<file path="config.mk">
export PLATFORM = sky130hd
export DESIGN_NAME = ram_seq
export DESIGN_NICKNAME = d
export VERILOG_FILES = /design/src/rtl/ram_seq.sv
export SDC_FILE = /design/constraint.sdc
export NUM_CORES = 1
export LEC_CHECK = 0
export ABC_AREA = 0
export BUFFER_PORTS_ARGS = -buffer_cell sky130_fd_sc_hd__buf_2
export CORE_MARGIN = 4
export CORE_UTILIZATION = 45
export DETAILED_ROUTE_END_ITERATION = 7
export PLACE_DENSITY_LB_ADDON = 0.2
export SYNTH_ARGS = -nofsm -noshare
export SYNTH_HDL_FRONTEND = slang
export SYNTH_SLANG_ARGS = --single-unit
</file>
<file path="constraint.sdc">
create_clock -name clk -period 2.45 [get_ports clk]
set_clock_uncertainty 0.05 [all_clocks]
set_input_delay 0.49 -clock clk [delete_from_list [all_inputs] [get_ports clk]]
set_output_delay 0.49 -clock clk [all_outputs]
set_load 0.005 [all_outputs]
</file>
<file path="src/rtl/ram_seq.sv">
// ram_seq: command sequencer sitting directly upstream of a 32x8 synchronous
// RAM. It accepts single or burst read/write commands over a valid/ready
// handshake. It drives the RAM's registered control strobes, one word per
// cycle, and returns read data as a stream tagged with its source address.
//
// Ports:
//   clk        system clock, all state updates on the rising edge
//   reset      synchronous, active-high reset (aborts any burst)
//   cmd_valid  command present
//   cmd_ready  sequencer can accept a command (high only in IDLE)
//   cmd_op     00 WRITE, 01 READ, 10 FILL, 11 DUMP
//   cmd_addr   start address
//   cmd_len    burst length minus 1 (FILL/DUMP only)
//   cmd_data   write/fill data
//   cmd_inc    FILL only: data increments by 1 per word
//   ram_cs, ram_read, ram_write, ram_addr, ram_wdata   RAM control pins
//   ram_rdata  RAM read data (one-cycle latency after a read strobe)
//   rd_valid   rd_data/rd_addr valid this cycle
//   rd_data    read word (pass-through of ram_rdata)
//   rd_addr    address the read word came from
//   busy       sequencer is not idle
//   done       one-cycle pulse when a command fully completes
module ram_seq #(
  parameter int DW     = 8,
  parameter int AW     = 5,
  parameter int RAM_AW = 8
) (
  input  logic              clk,
  input  logic              reset,
  input  logic              cmd_valid,
  output logic              cmd_ready,
  input  logic [1:0]        cmd_op,
  input  logic [AW-1:0]     cmd_addr,
  input  logic [AW-1:0]     cmd_len,
  input  logic [DW-1:0]     cmd_data,
  input  logic              cmd_inc,
  output logic              ram_cs,
  output logic              ram_read,
  output logic              ram_write,
  output logic [RAM_AW-1:0] ram_addr,
  output logic [DW-1:0]     ram_wdata,
  input  logic [DW-1:0]     ram_rdata,
  output logic              rd_valid,
  output logic [DW-1:0]     rd_data,
  output logic [AW-1:0]     rd_addr,
  output logic              busy,
  output logic              done
);

  typedef enum logic [1:0] {IDLE, WR, RD, DRAIN} state_t;

  localparam logic [1:0] OP_FILL = 2'b10;

  state_t              state_q, state_d;
  logic [AW-1:0]       cnt_q, cnt_d;
  logic                inc_q, inc_d;

  logic                cs_d, read_d, write_d;
  logic [RAM_AW-1:0]   addr_d;
  logic [DW-1:0]       wdata_d;
  logic                rd_valid_d;
  logic [AW-1:0]       rd_addr_d;
  logic                ready_d, done_d;
  logic [AW-1:0]       addr_inc;

  // Address arithmetic stays in AW bits so bursts wrap at DEPTH; the upper
  // RAM address bits are only ever zero-extended.
  assign addr_inc = ram_addr[AW-1:0] + AW'(1);

  assign rd_data = ram_rdata;

  // cnt_q holds the number of strobes still to issue after the one currently
  // on the RAM pins, so cnt_q == 0 marks the last strobe of a burst.
  always_comb begin
    state_d    = state_q;
    cnt_d      = cnt_q;
    inc_d      = inc_q;
    cs_d       = 1'b0;
    read_d     = 1'b0;
    write_d    = 1'b0;
    addr_d     = ram_addr;
    wdata_d    = ram_wdata;
    rd_valid_d = ram_cs & ram_read;
    rd_addr_d  = (ram_cs & ram_read) ? ram_addr[AW-1:0] : rd_addr;
    ready_d    = 1'b0;
    done_d     = 1'b0;

    case (state_q)
      IDLE: begin
        ready_d = 1'b1;
        if (cmd_valid && cmd_ready) begin
          ready_d = 1'b0;
          cs_d    = 1'b1;
          write_d = ~cmd_op[0];
          read_d  = cmd_op[0];
          addr_d  = RAM_AW'(cmd_addr);
          wdata_d = cmd_data;
          cnt_d   = cmd_op[1] ? cmd_len : '0;
          inc_d   = (cmd_op == OP_FILL) && cmd_inc;
          state_d = cmd_op[0] ? RD : WR;
        end
      end
      WR: begin
        if (cnt_q == '0) begin
          state_d = IDLE;
          ready_d = 1'b1;
          done_d  = 1'b1;
        end else begin
          cs_d    = 1'b1;
          write_d = 1'b1;
          addr_d  = RAM_AW'(addr_inc);
          wdata_d = ram_wdata + DW'(inc_q);
          cnt_d   = cnt_q - AW'(1);
        end
      end
      RD: begin
        // The last read word comes back one cycle after its strobe, so the
        // completion pulse is issued from DRAIN alongside that word.
        if (cnt_q == '0) begin
          state_d = DRAIN;
          done_d  = 1'b1;
        end else begin
          cs_d    = 1'b1;
          read_d  = 1'b1;
          addr_d  = RAM_AW'(addr_inc);
          cnt_d   = cnt_q - AW'(1);
        end
      end
      DRAIN: begin
        state_d = IDLE;
        ready_d = 1'b1;
      end
      default: begin
        state_d = IDLE;
        ready_d = 1'b1;
      end
    endcase
  end

  always_ff @(posedge clk) begin
    if (reset) begin
      state_q   <= IDLE;
      cnt_q     <= '0;
      inc_q     <= 1'b0;
      ram_cs    <= 1'b0;
      ram_read  <= 1'b0;
      ram_write <= 1'b0;
      ram_addr  <= '0;
      ram_wdata <= '0;
      rd_valid  <= 1'b0;
      rd_addr   <= '0;
      cmd_ready <= 1'b1;
      busy      <= 1'b0;
      done      <= 1'b0;
    end else begin
      state_q   <= state_d;
      cnt_q     <= cnt_d;
      inc_q     <= inc_d;
      ram_cs    <= cs_d;
      ram_read  <= read_d;
      ram_write <= write_d;
      ram_addr  <= addr_d;
      ram_wdata <= wdata_d;
      rd_valid  <= rd_valid_d;
      rd_addr   <= rd_addr_d;
      cmd_ready <= ready_d;
      busy      <= ~ready_d;
      done      <= done_d;
    end
  end

endmodule
</file>
==> impl_metrics.csv <==
group,metric,value,unit
yosys,syn_area,0.001859,mm2
yosys,postSynth.asyncResetShare,0,%
pwr,power.density,1170,mW/mm2
die,chipWidth,72.28,um
cts,clk_latency,0.29,ns
grt,grtUsageMet2,28.41,%
yosys,synth-simple-area-share,23.82,%
pwr,leakagePower,0.9213,nW
worst_setup_path,worstSetupPathType,"flop to flop",
placement,hpwlAfterDp,3132,um
route,vias_per_cell,5.308,
yosys,synthFlopType,"dfxtp_1",
yosys,syn-mean-instance-area,8.375,um2
worst_setup_path,cp-end-kind,"flop",
worst_setup_path,worstPathMaxFanout,13,
worst_setup_path,path_buf_inv,1,
grt,grt_usage,17.73,%
worst_setup_path,cpPeakStageDelay,0.50,ns
route,postRouteAntennaNets,0,
yosys,ys.warnings.count,0,
finish,area_growth,14.67,%
sta,clock.fmax,481.6,MHz
finish,antenna_cells,0,
route,drtIter0Drc,95,
route,drc,0,
flow_run,drv_cap,0,
die,initial_core_util,46.48,%
worst_setup_path,cp.arrival,2.24,ns
sta,post-route-period-util,84.75,%
worst_setup_path,crit_chain,"inv_1 > ha_1 > a211o_1 > or3_1 > a21oi_1",
sta,period_needed,2.076,ns
outcome,outcome,"completed",
pwr,power_frac_comb,47.1,%
sta,holdWs,0.4049,ns
route,drt_wl_total,4253,um
die,core_area,0.004000,mm2
cts,post_cts_buffers,0,
sta,rsz0062_at_grt,"false",
finish,final_common_cell,"buf_2",
sta,setup_viol,0,
yosys,synthAdderAreaFrac,6.057,%
yosys,synth_top_family_by_area,"simple AND/OR/NAND/NOR gates",
pwr,p_sw_share,41.88,%
worst_setup_path,cpMaxStageDelayCell,"ha_1",
pwr,power.internal,1.450,mW
worst_setup_path,crit_required,2.62,ns
yosys,synth_top_cell_by_area,"dfxtp_1",
yosys,muxShareOfSynthArea,2.692,%
hold_path,holdCritPathClass,"flop to flop",
sta,slew_headroom,57.99,%
die,die_h,72.28,um
yosys,synth_xor_xnor_area_share,0.4711,%
worst_setup_path,r2r-start,"state_q[0]",
grt,antenna_found_initial,0,
finish,final_cell_count_no_fill,312,
route,wire_per_inst,13.63,um
placement,globalplace.congestion,0.8412,
route,firstDrtPassIters,5,
cts,cts_made_buffers,5,
worst_setup_path,cpLargestDelayFamily,"compound AO/OA/AOI/OAI gates",
grt,grt_overflow,0,
yosys,ys_types,46,
yosys,yosys-top-cells-area,"dfxtp_1 36%, ha_1 6.1%, a21oi_1 5.9%",
yosys,synth-seq-area-share,35.53,%
worst_setup_path,rr_worst_depth,5,
pwr,p_sw,1.045,mW
pwr,vdd_drop_max,0.5487,mV
yosys,synth_top_cell_area_share,35.53,%
worst_setup_path,start_kind,"flop",
pwr,power_frac_seq,36.5,%
pwr,clkPwrFrac,16.4,%
grt,globalRouteMet3Util,5.125,%
hold_path,min_path_cells,2,
grt,grt_pass1_wl,7320,um
worst_setup_path,rr_endpoint,"cnt_q[0]",
yosys,synth_compound_area_share,21.74,%
grt,met1_usage,22.66,%
pwr,p_total,2.496,mW
hold_path,min-delay-start,"rd_addr[4]",
yosys,ys_ff_latch,33,
placement,place_inst,304,
cts,clock-sinks,33,
cts,path_clk_slew,0.07,ns
die,num_rows,23,
cts,cts-root-buf,"clkbuf_8",
cts,cts_buffer_depth,2,
route,vias,1656,
cts,hold_buffers,0,
finish,nets,302,
die,io_pins,68,
grt,grt_pass1_vias,1608,
grt,grt_max_degree,37,
die,dieArea,0.005224,mm2
sta,worst_pin_slew,0.6302,ns
sta,setup-tns-final,0,ns
finish,mostFrequentLayoutCells,"48 x buf_2, 33 x dfxtp_1, 22 x a21oi_1",
worst_setup_path,rrSetupSlack,0.37,ns
grt,busiest_layer,"met2",
finish,drive_gt1_share,27.48,%
cts,ctsResizeCount,0,
cts,cts.htree.levels,2,
placement,placement.io_buffers,48,
sta,final-hold-violation-count,0,
cts,tritoncts,"built",
hold_path,whs_endpoint,"rd_addr[4]",
yosys,synth_edf_count,0,
sta,slew_violations,0,
yosys,synthCells,222,
cells by family after synthesis:
kind of cell	count (synthesis)
AND/OR/NAND/NOR	84
AO/OA/AOI/OAI	60
flip-flops	33
buffers and inverters	29
adder cells (fa/ha/maj)	9
multiplexers	5
other	1
XOR/XNOR	1
registers in the layout, indices dropped and copies added (netlist names):
register	cells
rd_addr	5
ram_cs	1
done	1
rd_valid	1
inc_q	1
busy	1
ram_write	1
ram_read	1
cmd_ready	1
cnt_q	5
ram_addr	5
ram_wdata	8
state_q	2
cell usage after synthesis (all sizes together), types with 3 or more instances:
cell and number:
dfxtp 33, a21oi 22, nor2 20, nand2 19, buf 15, a211oi 10
nand3 10, o21ai 10, ha 9, inv 8, nor2b 6, clkbuf 5
mux2i 5, nor3 5, a211o 4, nor4 4, nand2b 3, nand4 3
o32ai 3, or2 3
power groups by stage:
stage | Clock (mW) | Combinational, mW | Sequential, mW
after floorplan | 0 | 0.860 | 0.896
after global placement | 0 | 1.17 | 0.917
after detailed placement | 0 | 1.18 | 0.923
after CTS | 0.424 | 1.18 | 0.911
after global routing | 0.443 | 1.34 | 0.947
final | 0.409 | 1.18 | 0.911
metrics by stage:
stage          setup WS (ns)  instance area [um2]  util, %
2_1_floorplan         0.5357                 1867        -
3_3_place_gp          0.4364                 2046    51.14
3_5_place_dp          0.3893                 2046    51.14
4_1_cts               0.3731                 2132    53.30
5_1_grt               0.2268                 2132    53.30
6_report              0.3736                 2132    53.30
worst max path at each step:
stage | slack (ns) | endpoint | cells after the start | startpoint
after floorplan | 0.54 | cnt_q[0] | 8 | state_q[0]
after global placement | 0.44 | cnt_q[0] | 5 | state_q[0]
after detailed placement | 0.39 | cnt_q[0] | 5 | state_q[0]
after CTS | 0.37 | cnt_q[0] | 5 | state_q[0]
after global routing | 0.23 | ram_wdata[6] | 6 | state_q[0]
final | 0.37 | cnt_q[0] | 5 | state_q[0]
cell type report:
| class | instances | area (um2) |
|---|---|---|
| flip-flops and latches | 33 | 660.6 |
| inverters | 8 | 30.03 |
| clock buffers | 5 | 68.82 |
| well taps | 50 | 62.56 |
| clock inverters | 3 | 17.52 |
| fillers | 430 | 1868 |
| repair buffers | 51 | 262.8 |
| multi-input cells | 162 | 1030 |
worst min-delay path, cell delays in order, from the launching register on:
cell and delay [ns]:
dfxtp_1 0.31, nand2_1 0.05, a21oi_1 0.05
layer usage:
metal	routed length, um	up-vias
met5	0	-
met4	54	0
met3	259	5
met2	1930	47
met1	2009	744
li1	-	860
Power figures use the tool's default switching activity.
